$ cat config.mk
export PLATFORM = sky130hd
export DESIGN_NAME = dco_tune_ctrl_flat
export DESIGN_NICKNAME = d
export VERILOG_FILES = /design/src/rtl/dco_tune_ctrl_if.sv /design/src/rtl/dco_tune_ctrl.sv /design/src/flat_wrapper.sv
export SDC_FILE = /design/constraint.sdc
export NUM_CORES = 1
export LEC_CHECK = 0
export ABC_AREA = 1
export CORE_ASPECT_RATIO = 0.7
export CORE_UTILIZATION = 57
export DETAILED_ROUTE_END_ITERATION = 8
export PLACE_DENSITY_LB_ADDON = 0.05
export SKIP_CTS_REPAIR_TIMING = 1
export SYNTH_ARGS = -nofsm -noshare
export SYNTH_HDL_FRONTEND = slang
export SYNTH_SLANG_ARGS = --single-unit
export TNS_END_PERCENT = 5
$ cat constraint.sdc
create_clock -name clk -period 3.9 [get_ports clk]
set_input_delay 0.78 -clock clk [delete_from_list [all_inputs] [get_ports clk]]
set_output_delay 0.78 -clock clk [all_outputs]
set_load 0.01 [all_outputs]
$ cat src/rtl/dco_tune_ctrl_if.sv
// Control/observation bundle for the DCO tuning controller.
// The master drives the loop inputs and the slave (the controller) drives the DCO words.
interface dco_tune_ctrl_if;
  logic        en;
  logic        ferr_valid;
  logic        ferr_sign;
  logic        tw_valid;
  logic [11:0] tw;
  logic [8:0]  dctrl;
  logic [3:0]  dctrltc;
  logic        dctrltcdsm;
  logic        lock;
  logic [1:0]  state;

  modport master (
    output en, ferr_valid, ferr_sign, tw_valid, tw,
    input  dctrl, dctrltc, dctrltcdsm, lock, state
  );

  modport slave (
    input  en, ferr_valid, ferr_sign, tw_valid, tw,
    output dctrl, dctrltc, dctrltcdsm, lock, state
  );
endinterface

$ cat src/rtl/dco_tune_ctrl.sv
// DCO tuning controller: 9-bit successive-approximation coarse band calibration,
// then fine tracking with an integer word plus a first-order delta-sigma dither bit.
module dco_tune_ctrl #(
  parameter logic [3:0] TC_MID    = 4'd8,
  parameter logic [8:0] DCTRL_MID = 9'h100
) (
  input  logic           clk,
  input  logic           rstn,
  dco_tune_ctrl_if.slave bus
);
  typedef enum logic [1:0] {
    IDLE  = 2'b00,
    CAL   = 2'b01,
    TRACK = 2'b10
  } state_t;

  localparam logic [8:0] SAR_START = 9'h100;

  state_t      state_reg;
  logic [8:0]  dctrl_reg;
  logic [3:0]  ptr_reg;
  logic [3:0]  dctrltc_reg;
  logic        dsm_reg;
  logic        lock_reg;
  logic [7:0]  acc_reg;
  logic [11:0] tw_q;
  logic [8:0]  dsm_sum;
  logic [8:0]  sar_bit;
  logic [8:0]  sar_next_bit;

  // The bit under test and the one to trial-set next; the latter is zero at pointer 0.
  assign sar_bit      = 9'd1 << ptr_reg;
  assign sar_next_bit = sar_bit >> 1;
  assign dsm_sum      = {1'b0, acc_reg} + {1'b0, tw_q[7:0]};

  // The tracking word is captured regardless of state, even while EN is low.
  always_ff @(posedge clk or negedge rstn) begin
    if (!rstn) begin
      tw_q <= 12'h800;
    end else if (bus.tw_valid) begin
      tw_q <= bus.tw;
    end
  end

  always_ff @(posedge clk or negedge rstn) begin
    if (!rstn) begin
      state_reg   <= IDLE;
      dctrl_reg   <= DCTRL_MID;
      ptr_reg     <= 4'd8;
      dctrltc_reg <= TC_MID;
      dsm_reg     <= 1'b0;
      lock_reg    <= 1'b0;
      acc_reg     <= 8'h00;
    end else if (!bus.en) begin
      // Dropping EN wins over any calibration decision on the same edge.
      state_reg   <= IDLE;
      dctrl_reg   <= DCTRL_MID;
      ptr_reg     <= 4'd8;
      dctrltc_reg <= TC_MID;
      dsm_reg     <= 1'b0;
      lock_reg    <= 1'b0;
      acc_reg     <= 8'h00;
    end else begin
      case (state_reg)
        IDLE: begin
          state_reg <= CAL;
          dctrl_reg <= SAR_START;
          ptr_reg   <= 4'd8;
        end
        CAL: begin
          if (bus.ferr_valid) begin
            // A fast DCO means the trial bit overshot, so it is dropped.
            dctrl_reg <= (bus.ferr_sign ? (dctrl_reg & ~sar_bit) : dctrl_reg) | sar_next_bit;
            if (ptr_reg == 4'd0) begin
              state_reg <= TRACK;
              lock_reg  <= 1'b1;
            end else begin
              ptr_reg <= ptr_reg - 4'd1;
            end
          end
        end
        TRACK: begin
          dctrltc_reg         <= tw_q[11:8];
          {dsm_reg, acc_reg}  <= dsm_sum;
        end
        default: begin
          state_reg <= IDLE;
        end
      endcase
    end
  end

  assign bus.dctrl      = dctrl_reg;
  assign bus.dctrltc    = dctrltc_reg;
  assign bus.dctrltcdsm = dsm_reg;
  assign bus.lock       = lock_reg;
  assign bus.state      = state_reg;
endmodule

$ cat src/flat_wrapper.sv
// flat-port wrapper written by rule: the top's interface ports become plain ports
module dco_tune_ctrl_flat 
#(
  parameter logic [3:0] TC_MID    = 4'd8,
  parameter logic [8:0] DCTRL_MID = 9'h100
)
  (clk, rstn, bus_en, bus_ferr_valid, bus_ferr_sign, bus_tw_valid, bus_tw, bus_dctrl, bus_dctrltc, bus_dctrltcdsm, bus_lock, bus_state);
  dco_tune_ctrl_if bus_i ();
  input  logic clk;
  input  logic rstn;
  input wire logic [$bits(bus_i.en)-1:0] bus_en;
  input wire logic [$bits(bus_i.ferr_valid)-1:0] bus_ferr_valid;
  input wire logic [$bits(bus_i.ferr_sign)-1:0] bus_ferr_sign;
  input wire logic [$bits(bus_i.tw_valid)-1:0] bus_tw_valid;
  input wire logic [$bits(bus_i.tw)-1:0] bus_tw;
  output wire logic [$bits(bus_i.dctrl)-1:0] bus_dctrl;
  output wire logic [$bits(bus_i.dctrltc)-1:0] bus_dctrltc;
  output wire logic [$bits(bus_i.dctrltcdsm)-1:0] bus_dctrltcdsm;
  output wire logic [$bits(bus_i.lock)-1:0] bus_lock;
  output wire logic [$bits(bus_i.state)-1:0] bus_state;
  assign bus_i.en = bus_en;
  assign bus_i.ferr_valid = bus_ferr_valid;
  assign bus_i.ferr_sign = bus_ferr_sign;
  assign bus_i.tw_valid = bus_tw_valid;
  assign bus_i.tw = bus_tw;
  assign bus_dctrl = bus_i.dctrl;
  assign bus_dctrltc = bus_i.dctrltc;
  assign bus_dctrltcdsm = bus_i.dctrltcdsm;
  assign bus_lock = bus_i.lock;
  assign bus_state = bus_i.state;
  dco_tune_ctrl #(.TC_MID(TC_MID), .DCTRL_MID(DCTRL_MID)) u_core (.clk(clk), .rstn(rstn), .bus(bus_i));
endmodule
==> results of run 1 <==
[layout make-up]
| type | count | area (sq um) |
|---|---|---|
| sequential | 41 | 1030 |
| multi-input combinational | 171 | 966 |
| fill | 278 | 923 |
| timing repair buffer | 34 | 335 |
| inverter | 39 | 146 |
| clock buffer | 7 | 86.3 |
| tap | 50 | 62.6 |
| clock inverter | 1 | 30.0 |
[metal layers]
layer  routed length, um  part of all wire [%]  vias up
met5                   0                     0        -
met4                  44                   1.0        0
met3                 277                   6.6        7
met2                1580                    37       51
met1                2320                    55      771
li1                    -                     -      894
[kinds of logic (layout without fill, tap and decap cells)]
group,Yosys count,count (layout)
simple gates,108,108
fa+ha+maj,14,14
mux,8,8
xor+xnor,1,1
compound gates,40,40
buf+inv,44,81
flops,41,41
[worst min-delay path by stage]
stage	startpoint	endpoint	slack (ps)
6_report	u_core.bus.dctrl[8]$_DFFE_PN1P_	u_core.bus.dctrl[8]$_DFFE_PN1P_	460
5_1_grt	u_core.bus.dctrl[8]$_DFFE_PN1P_	u_core.bus.dctrl[8]$_DFFE_PN1P_	500
4_1_cts	u_core.bus.dctrl[8]$_DFFE_PN1P_	u_core.bus.dctrl[8]$_DFFE_PN1P_	460
3_5_place_dp	u_core.bus.dctrl[8]$_DFFE_PN1P_	u_core.bus.dctrl[8]$_DFFE_PN1P_	450
3_3_place_gp	u_core.bus.dctrl[8]$_DFFE_PN1P_	u_core.bus.dctrl[8]$_DFFE_PN1P_	450
2_1_floorplan	u_core.tw_q[11]$_DFFE_PN1P_	u_core.bus.dctrltc[3]$_DFFE_PN1P_	450
[power by group]
part	switching (mW)	total (mW)	internal, mW
clock	0.137	0.345	0.209
combinational	0.0912	0.156	0.0652
sequential	0.0198	0.471	0.451
total	0.248	0.973	0.725
[cell usage in the layout (no fill, tap or decap), drive strengths merged]
master         count
a21oi             14
a22o               2
buf                1
bufinv             1
clkbuf             7
clkdlybuf4s50     33
clkinv             1
dfrtp             37
dfstp              4
fa                 1
ha                13
inv               38
mux2               8
nand2             70
nand3             21
nand4              1
nor2              14
nor3               1
nor3b              1
o21a               1
o21ai             15
o22ai              8
xnor2              1
==> qor_table.md, run 1 <==
| Quantity | This run |
|---|---|
| Cells traversed along the worst timing path | clkdlybuf4s50_1 |
| Setup TNS | 0 ps |
| CTS clock-pin slew for the worst setup and hold paths | 70 ps |
| Buffering stage count on the worst path with inverters included | 1 |
| Worst R2R End | u_core.bus.dctrltcdsm$_DFFE_PN0P_ |
| Max Clk Rate | 0.464 GHz |
| Max VDD drop | 262 uV |
| Post-synthesis adder-cell area fraction | 8.39% |
| Number of port buffers | 34 |
| Standard cell with the maximum stage delay on the critical path | sky130_fd_sc_hd__clkdlybuf4s50_1 |
| Unrepaired setup endpoints after global routing | false |
| Cell count after synthesis | 256 |
| Share of post-route cells with drive strength above 1 | 9.56% |
| Deepest level of the CTS H-tree | 2 |
| Leading post-synthesis cells by cell area | sky130_fd_sc_hd__dfrtp_1, sky130_fd_sc_hd__nand2_1, sky130_fd_sc_hd__ha_1 |
| Final hold viol count | 0 |
| Peak fanout along the critical path | 6 |
| Cell count after placement | 335 |
| Number of synthesized flops with an enable pin | 0 |
| Required @ worst endpoint | 3120 ps |
| Smallest hold slack | 464 ps |
| Yosys synthesis warning count | 0 |
| Initial core utilization | 60.8% |
| Post-detailed-route count of antenna-violating nets | 0 |
| Met1 track demand over resource in global routing | 38.3% |
| Class of the tightest hold or removal check | reg2reg |
| Post-synthesis net count | 288 |
| Endpoint of the worst setup timing path | bus_state[0] |
| Crit path kind | reg2out |
| Seq/Total Area, Yosys | 47.4% |
| Router iterations before antenna repair | 4 |
| Total Wirelength | 4.23 mm |
| Area leader, netlist | sky130_fd_sc_hd__dfrtp_1 |
| Clock latency of the later-clocked register in the worst-skew pair | 290 ps |
| Final WS setup | 1740 ps |
| Post-synthesis compound-gate area fraction | 10.1% |
| Core region area | 0.00358 sq mm |
| Skew final | 6.30 ps |
| Run status | complete, no violations |
| Top cell type's share of synthesized area | 42.5% |
| Largest net degree at the start of global routing | 42 |
| Reported max-cap violation count | 0 |
| Depth of the worst register-to-register path | 8 |
| Count of different cell masters after synthesis | 28 |
| Fraction of registers with async set/reset | 100% |
| Post-synthesis mux area share | 4.14% |
| Met3 global-route usage | 5.43% |
| Post-layout minimum cycle time | 2160 ps |
| Layer with the highest usage | met1 |
| Routability Congestion | 0.810 |
| Syn avg cell area | 8.50 sq um |
| First-iteration detailed-routing DRC count | 92 |
| TritonCTS clock tree | done |
| Pwr dens | 366 mW/mm^2 |
| Global route total overflow | 0 |
| XOR/XNOR share of the synthesized area | 0.402% |
| Max incr delay on CP | 590 ps |
| Number of diodes added for antenna fixing | 0 |
| Final nets | 324 |
| Area Overhead vs Synth | 22.1% |
| First-pass GRT wire length | 7.04 mm |
| Mean routed wirelength per cell | 12.3 um |
| Most frequent cell after synthesis | sky130_fd_sc_hd__nand2_1 |
| Cell area after layout | 0.00266 sq mm |
| Final core area utilization | 74.2% |
| GRT Total Usage | 23.7% |
| Overall power | 0.973 mW |
| Max transition margin | 41.4% |
| Library cell used as clock root buffer | sky130_fd_sc_hd__clkbuf_8 |
| Slew Limit Fails | 0 |
| Final standard cell count with taps included and fillers excluded | 343 |
| Die Span X | 75.9 um |
| Number of buffers added by the clock tree synthesis step | 5 |
| Vias in the first global route | 1505 |
| Nature of the critical path startpoint | flop |
| Worst-case register-to-register setup slack | 2300 ps |
| Basic-gate share of the synthesized area counting and, or, nand and nor cells | 21.3% |
| Prevailing post-synth register cell | sky130_fd_sc_hd__dfrtp_1 |
| Worst setup path start | u_core.bus.state[0]$_DFFE_PN0P_ |
| Die ar. | 0.00407 sq mm |
| Total setup violations reported at the end of the flow | 0 |
| Max reg flops | 12 |
| Portion of the clock cycle consumed by the worst path in the final layout | 55.3% |
| CP endpoint kind | output pin |
| Die Y | 53.7 um |
| Clock sink total | 41 |
| Worst endpoint data arrival time | 1380 ps |
| Yosys reg bits | 41 |
| Placed Area | 0.00254 sq mm |
| Stages on worst setup path | 1 |
| Standby leakage power | 1.28 nW |
| Standard-cell row count | 18 |
| Maximum buffer depth of the clock tree | 2 |
| Dominant delay contributor by cell family on the critical path | buffers and inverters |
| Antenna violations before repair | 0 |
| Pre-CTS setup slack | 1590 ps |
| Netlist area before placement | 0.00218 sq mm |
| Worst flop-to-flop path startpoint | u_core.tw_q[0]$_DFFE_PN0P_ |
| Via-to-Cell Ratio | 5.02 |
| Dominant combinational cell family by area after synthesis | simple AND/OR/NAND/NOR gates |
| Actual transition at the worst max-transition pin | 880 ps |
| Total vias in the final route | 1723 |
| Leading post-synthesis cells by instance count | sky130_fd_sc_hd__nand2_1, sky130_fd_sc_hd__dfrtp_1, sky130_fd_sc_hd__inv_1 |
| GR Util met2 | 31.6% |
| Number of primary I/O pins | 35 |
| Post-route DRC violation count | 0 |
| Final HPWL from detailed placement | 3.13 mm |
| Cells on Worst Hold Path | 2 |
(Power assumes the default switching activity.)
==> run 2, diff against run 1 <==
--- a/config.mk
+++ b/config.mk
@@ -7,7 +7,7 @@
 export LEC_CHECK = 0
 export ABC_AREA = 1
 export CORE_ASPECT_RATIO = 0.7
-export CORE_UTILIZATION = 57
+export CORE_UTILIZATION = 53
 export DETAILED_ROUTE_END_ITERATION = 8
 export PLACE_DENSITY_LB_ADDON = 0.05
 export SKIP_CTS_REPAIR_TIMING = 1
==> constraint.sdc (replaced) <==
create_clock -name clk -period 2.2 [get_ports clk]
set_input_delay 0.44 -clock clk [delete_from_list [all_inputs] [get_ports clk]]
set_output_delay 0.44 -clock clk [all_outputs]
set_load 0.01 [all_outputs]
==> qor_table.md, run 2 (synthesized netlist as in run 1, its figures left out) <==
| Quantity | This run |
|---|---|
| Total Wirelength | 4.21 mm |
| Skew final | 6.87 ps |
| Global route total overflow | 0 |
| Share of post-route cells with drive strength above 1 | 10.5% |
| Dominant delay contributor by cell family on the critical path | flip-flops |
| Library cell used as clock root buffer | sky130_fd_sc_hd__clkbuf_8 |
| Core region area | 0.00392 sq mm |
| Antenna violations before repair | 0 |
| Switching portion of total power | 28.6% |
| Vias in the first global route | 1540 |
| Clock latency of the later-clocked register in the worst-skew pair | 300 ps |
| Post-route DRC violation count | 0 |
| Nature of the critical path startpoint | flop |
| Fill cell instance count of the final layout | 353 |
| Max transition margin | 64.6% |
| Clk network pwr share | 30.1% |
| CP endpoint kind | output pin |
| Clock sink total | 41 |
| Worst-case register-to-register setup slack | 590 ps |
| Max incr delay on CP | 550 ps |
| TritonCTS clock tree | done |
| Die ar. | 0.00437 sq mm |
| Pwr dens | 602 mW/mm^2 |
| Required @ worst endpoint | 1760 ps |
| Number of port buffers | 34 |
| Worst flop-to-flop path startpoint | u_core.tw_q[0]$_DFFE_PN0P_ |
| Via-to-Cell Ratio | 5.00 |
| Worst endpoint data arrival time | 1370 ps |
| Sequential power share | 52.4% |
| Crit path kind | reg2out |
| Share of total power in combinational logic | 17.6% |
| Class of the tightest hold or removal check | in2async |
| Slew Limit Fails | 0 |
| Cell area after layout | 0.00265 sq mm |
| Most frequent cells in the layout | sky130_fd_sc_hd__nand2_1, sky130_fd_sc_hd__dfrtp_1, sky130_fd_sc_hd__inv_1 |
| Most frequent standard cell in the layout excluding fill and tap cells | sky130_fd_sc_hd__nand2_1 |
| Actual transition at the worst max-transition pin | 529 ps |
| Die Y | 55.6 um |
| Total setup violations reported at the end of the flow | 0 |
| Max Clk Rate | 0.553 GHz |
| Unrepaired setup endpoints after global routing | false |
| Post-layout minimum cycle time | 1810 ps |
| Maximum buffer depth of the clock tree | 2 |
| Run status | complete, no violations |
| Final HPWL from detailed placement | 3.11 mm |
| Mean routed wirelength per cell | 12.1 um |
| Final nets | 326 |
| Largest net degree at the start of global routing | 42 |
| Peak fanout along the critical path | 2 |
| Standard-cell row count | 19 |
| Deepest level of the CTS H-tree | 2 |
| Buffering stage count on the worst path with inverters included | 1 |
| Routability Congestion | 0.863 |
| Placed Area | 0.00256 sq mm |
| Max reg flops | 12 |
| Number of primary I/O pins | 35 |
| Cells traversed along the worst timing path | clkdlybuf4s50_1 |
| Total vias in the final route | 1736 |
| Worst R2R End | u_core.bus.dctrltcdsm$_DFFE_PN0P_ |
| Final hold viol count | 0 |
| Portion of the clock cycle consumed by the worst path in the final layout | 82.2% |
| Number of buffers added by the clock tree synthesis step | 5 |
| First-iteration detailed-routing DRC count | 65 |
| Area Overhead vs Synth | 21.5% |
| Router iterations before antenna repair | 4 |
| Reported max-cap violation count | 0 |
| GRT Total Usage | 22.2% |
| CTS clock-pin slew for the worst setup and hold paths | 80 ps |
| Cell-internal power | 1.14 mW |
| Max VDD drop | 560 uV |
| Standard cell with the maximum stage delay on the critical path | sky130_fd_sc_hd__dfstp_2 |
| Post-detailed-route count of antenna-violating nets | 0 |
| Standby leakage power | 1.28 nW |
| Depth of the worst register-to-register path | 8 |
| Switching power summed over all nets | 0.456 mW |
| Initial core utilization | 55.5% |
| First-pass GRT wire length | 7.36 mm |
| Setup TNS | 0 ps |
| Number of diodes added for antenna fixing | 0 |
| Die Span X | 78.6 um |
## run 2: through the flow
step	power, mW	hold slack, ps	utilization [%]	std cells	setup slack, ps
final	1.59	191	67.4	347	391
after global routing	1.68	226	67.4	347	343
after CTS	1.61	205	67.4	347	373
after detailed placement	1.13	461	65.2	339	227
after global placement	1.12	458	65.2	339	331
after floorplan	1.02	144	-	256	729
## run 2: area by class of cell
cell class / instances / area [sq um] / area share, %
timing repair buffer: 36 / 350 / 13.2
tap: 52 / 65.1 / 2.46
clock buffer: 5 / 68.8 / 2.60
sequential: 41 / 1030 / 39.0
clock inverter: 3 / 17.5 / 0.662
inverter: 39 / 146 / 5.53
multi-input combinational: 171 / 966 / 36.5
## run 2: power by group through the flow
stage | Clock, mW | Combinational (mW) | Sequential [mW]
after global placement | 0 | 0.274 | 0.847
after floorplan | 0 | 0.177 | 0.843
after detailed placement | 0 | 0.279 | 0.848
after CTS | 0.496 | 0.280 | 0.834
after global routing | 0.526 | 0.318 | 0.840
final | 0.479 | 0.280 | 0.834
## run 2: worst max path at each step
stage | from | to | slack, ps | cells past startpoint
final | u_core.bus.dctrltc[3]$_DFFE_PN1P_ | bus_dctrltc[3] | 390 | 1
after detailed placement | bus_en | u_core.ptr_reg[1]$_DFFE_PN0P_ | 230 | 5
after global placement | bus_en | u_core.ptr_reg[0]$_DFFE_PN0P_ | 330 | 5
after CTS | u_core.bus.state[0]$_DFFE_PN0P_ | bus_state[0] | 370 | 1
after global routing | u_core.bus.state[0]$_DFFE_PN0P_ | bus_state[0] | 340 | 1
after floorplan | u_core.tw_q[0]$_DFFE_PN0P_ | u_core.bus.dctrltcdsm$_DFFE_PN0P_ | 730 | 8
## run 2: per-layer routing
layer  share of wire (%)  routed length [um]  up-vias  GRT usage [%]
met5                   0                   0        -              0
met4                 1.0                  44        0           8.73
met3                 4.1                 173        5           4.59
met2                  36                1540       40           27.6
met1                  58                2460      790           36.8
li1                    -                   -      901              -
==> variant 1: new RTL, flow settings as in run 1 <==
Reset style: synchronous (`rstn`), changed in 2 clocked blocks.
--- a/src/rtl/dco_tune_ctrl.sv
+++ b/src/rtl/dco_tune_ctrl.sv
@@ -35,5 +35,5 @@
 
   // The tracking word is captured regardless of state, even while EN is low.
-  always_ff @(posedge clk or negedge rstn) begin
+  always_ff @(posedge clk) begin
     if (!rstn) begin
       tw_q <= 12'h800;
@@ -43,5 +43,5 @@
   end
 
-  always_ff @(posedge clk or negedge rstn) begin
+  always_ff @(posedge clk) begin
     if (!rstn) begin
       state_reg   <= IDLE;
Function: differs if rstn is asserted again (counterexample within 4 cycles, from zero or initial values and one cycle with rstn low); with rstn held inactive, the same outputs for 10 cycles.
==> variant 1 against run 1 <==
  * Routed wire length is 6.6% higher
  * Area after synthesis fell by 4.9%
  * Fmax is 14% lower
  * Critical path type is now input port to flip-flop
  * Setup slack got worse by 340 ps
  * Power shrank 19%
  * Largest power group unchanged
  * Sequential share of layout area shrank 6.0 points
  * Register-to-register slack worse by 120 ps
  * Critical endpoint is now u_core.bus.dctrltcdsm
  * Synthesized cell count grew 11%
  * Sequential cell count unchanged
  * Design area shrank 5.9%
  * Via count grew 9.5%
  * Utilization is 1.6 points higher
  * Clock skew grew 1.6 ps
==> variant 1: results (changes against run 1) <==
Clock power frac - 0.347 (was 0.355)
HPWL after DPL - 3321 um (was 3127 um)
Setup crit end - u_core.bus.dctrltcdsm (was bus_state[0])
VDD IR max - 0.1967 mV (was 0.2619 mV)
status - finished clean (unchanged)
Worst slew margin - 0.6188 (was 0.4136)
met1 Usage GRT - 0.3890 (was 0.3827)
R2R depth - 10 (was 8)
worst hold endpoint - u_core.tw_q[11] (was u_core.bus.dctrl[8])
metal3 WL - 236 um (was 277 um)
hold_sp - u_core.tw_q[11] (was u_core.bus.dctrl[8])
crit-path max cell delay - 710 ps (was 590 ps)
first-pass GRT wire length - 7941 um (was 7038 um)
WL met2 - 1791 um (was 1581 um)
largest net degree at the start of global routing - 21 (was 42)
most frequent cells after synthesis - 54 x nand2_1, 48 x nor2_1, 41 x dfxtp_1 (was 68 x nand2_1, 37 x dfrtp_1, 36 x inv_1)
met2 usage - 0.4136 (was 0.3156)
post-synthesis mux area share - 0 (was 0.04138)
Fillers - 258 (was 278)
area of the multi-input gates - 1071 um^2 (was 965.9 um^2)
clk tree area frac - 0.03452 (was 0.04379)
RR Startpoint - u_core.tw_q[0] (unchanged)
GRT Total Usage - 0.2739 (was 0.2370)
vias in the first global route - 1793 (was 1505)
fin nets - 348 (was 324)
Routed wire per std cell - 12.38 um (was 12.33 um)
Signal buf overhead - 0.1391 (was 0.1262)
hold_ws - 469.0 ps (was 464.0 ps)
Yosys cell types - 30 (was 28)
-- variant 1: cell count changes after synthesis, moves of 9 or more --
| cell | before | now |
|---|---|---|
| o211ai_1 | 0 | 9 |
| nor2_1 | 12 | 48 |
| dfxtp_1 | 0 | 41 |
| nand2_1 | 68 | 54 |
| dfrtp_1 | 37 | 0 |
| inv_1 | 36 | 27 |
-- variant 1: logic make-up after synthesis --
family | after synthesis
and+or+nand+nor | 137
DFF | 41
AOI/OAI and AO/OA | 50
xor gates and xnor gates | 1
buffers and inverters | 40
adders and majority gates | 14
-- variant 1: stage by stage --
stage	cell area, um^2	setup WS, ps	total power, mW	cells	util
after CTS	2501	1422	0.7943	364	0.7586
after floorplan	2069	2415	0.4943	283	-
final	2501	1404	0.7922	364	0.7586
after global routing	2501	1206	0.8231	364	0.7586
after global placement	2415	1184	0.5236	356	0.7324
after detailed placement	2415	1101	0.5255	356	0.7324
==> variant 2: new RTL, config.mk and constraints of run 1 <==
Made on the original files. `TC_MID` is set to 4'd8 in 2 places; all go to 4'd6.
--- a/src/rtl/dco_tune_ctrl.sv
+++ b/src/rtl/dco_tune_ctrl.sv
@@ -2,5 +2,5 @@
 // then fine tracking with an integer word plus a first-order delta-sigma dither bit.
 module dco_tune_ctrl #(
-  parameter logic [3:0] TC_MID    = 4'd8,
+  parameter logic [3:0] TC_MID    = 4'd6,
   parameter logic [8:0] DCTRL_MID = 9'h100
 ) (
--- a/src/flat_wrapper.sv
+++ b/src/flat_wrapper.sv
@@ -2,5 +2,5 @@
 module dco_tune_ctrl_flat 
 #(
-  parameter logic [3:0] TC_MID    = 4'd8,
+  parameter logic [3:0] TC_MID    = 4'd6,
   parameter logic [8:0] DCTRL_MID = 9'h100
 )
Formal check against the unedited RTL: not equivalent (a bounded check fails within 4 cycles, from zero or initial values and one cycle with rstn low).
==> variant 2 against run 1 <==
  * Routed wire length shrank 2.3%
  * Power grew 0.67%
  * Hold slack gained 1.4 ps
  * Sequential cell count is the same
  * Area after synthesis shrank 0.86%
  * Fmax shrank 7.1%
  * Design area shrank 0.47%
  * Setup slack lost 170 ps
  * Final cell count is the same
  * Via count grew 1.5%
==> variant 2: results (changes against run 1) <==
critical path class - input port to flip-flop (was flip-flop to output port)
clk tree area frac - 0.04541 (was 0.04379)
clk_skew - 5.049 ps (was 6.297 ps)
HPWL after DPL - 3014 um (was 3127 um)
top cells by area, synth - dfrtp_1 42%, nand2_1 12%, ha_1 7.5% (was dfrtp_1 43%, nand2_1 12%, ha_1 7.5%)
area of the multi-input gates - 948.4 um^2 (was 965.9 um^2)
most frequent cells after synthesis - 69 x nand2_1, 38 x inv_1, 36 x dfrtp_1 (was 68 x nand2_1, 37 x dfrtp_1, 36 x inv_1)
metal3 WL - 189 um (was 277 um)
crit path DAT - 2530 ps (was 1380 ps)
CLK BUF - 6 (was 7)
Power Clock - 0.356 mW (was 0.345 mW)
Worst R2R Setup Slack - 2250 ps (was 2300 ps)
Seq/total area - 0.3903 (was 0.3879)
actual transition at the worst max-transition pin - 883.1 ps (was 879.6 ps)
Signal buf overhead - 0.1268 (was 0.1262)
VDD IR max - 0.4006 mV (was 0.2619 mV)
vias after detailed routing - 1748 (was 1723)
status - finished clean (unchanged)
met2 usage - 0.2932 (was 0.3156)
XOR/XNOR share of the synthesized area - 0.004058 (was 0.004023)
R2R depth - 4 (was 8)
vias in the first global route - 1456 (was 1505)
initial DRC count - 126 (was 92)
Setup crit end - u_core.acc_reg[2] (was bus_state[0])
WL met1 - 2297 um (was 2323 um)
Synth Net Count - 289 (was 288)
Routability Congestion - 0.8742 (was 0.8102)
post-synthesis mux area share - 0.04174 (was 0.04138)
WL met2 - 1595 um (was 1581 um)
final WL - 4131 um (was 4228 um)
-- variant 2: cell types whose count changed in the layout (fill, tap and decap cells not counted), sizes merged --
cell,before,now
clkbuf,7,6
clkinvlp,0,1
clkinv,1,0
o21ai,15,14
a21oi,14,15
dfstp,4,5
inv,38,39
dfrtp,37,36
nand2,70,69
nor2,14,15
-- variant 2: critical path, cell delays in order --
cell	delay (ps)
clkdlybuf4s50_1	580
nand2_1	160
nor2_1	630
inv_1	190
o21ai_0	200
-- variant 2: through the flow --
step | hold slack [ps] | power, mW | area (um^2) | setup WS [ps] | instances
floorplan | 450.2 | 0.5733 | 2158 | 2329 | 257
global placement | 454.2 | 0.6288 | 2525 | 1333 | 335
detailed placement | 459.9 | 0.6307 | 2525 | 1282 | 335
CTS | 471.3 | 0.9878 | 2645 | 1576 | 343
global route | 499.6 | 1.027 | 2645 | 1323 | 343
finish | 465.4 | 0.9796 | 2645 | 1579 | 343
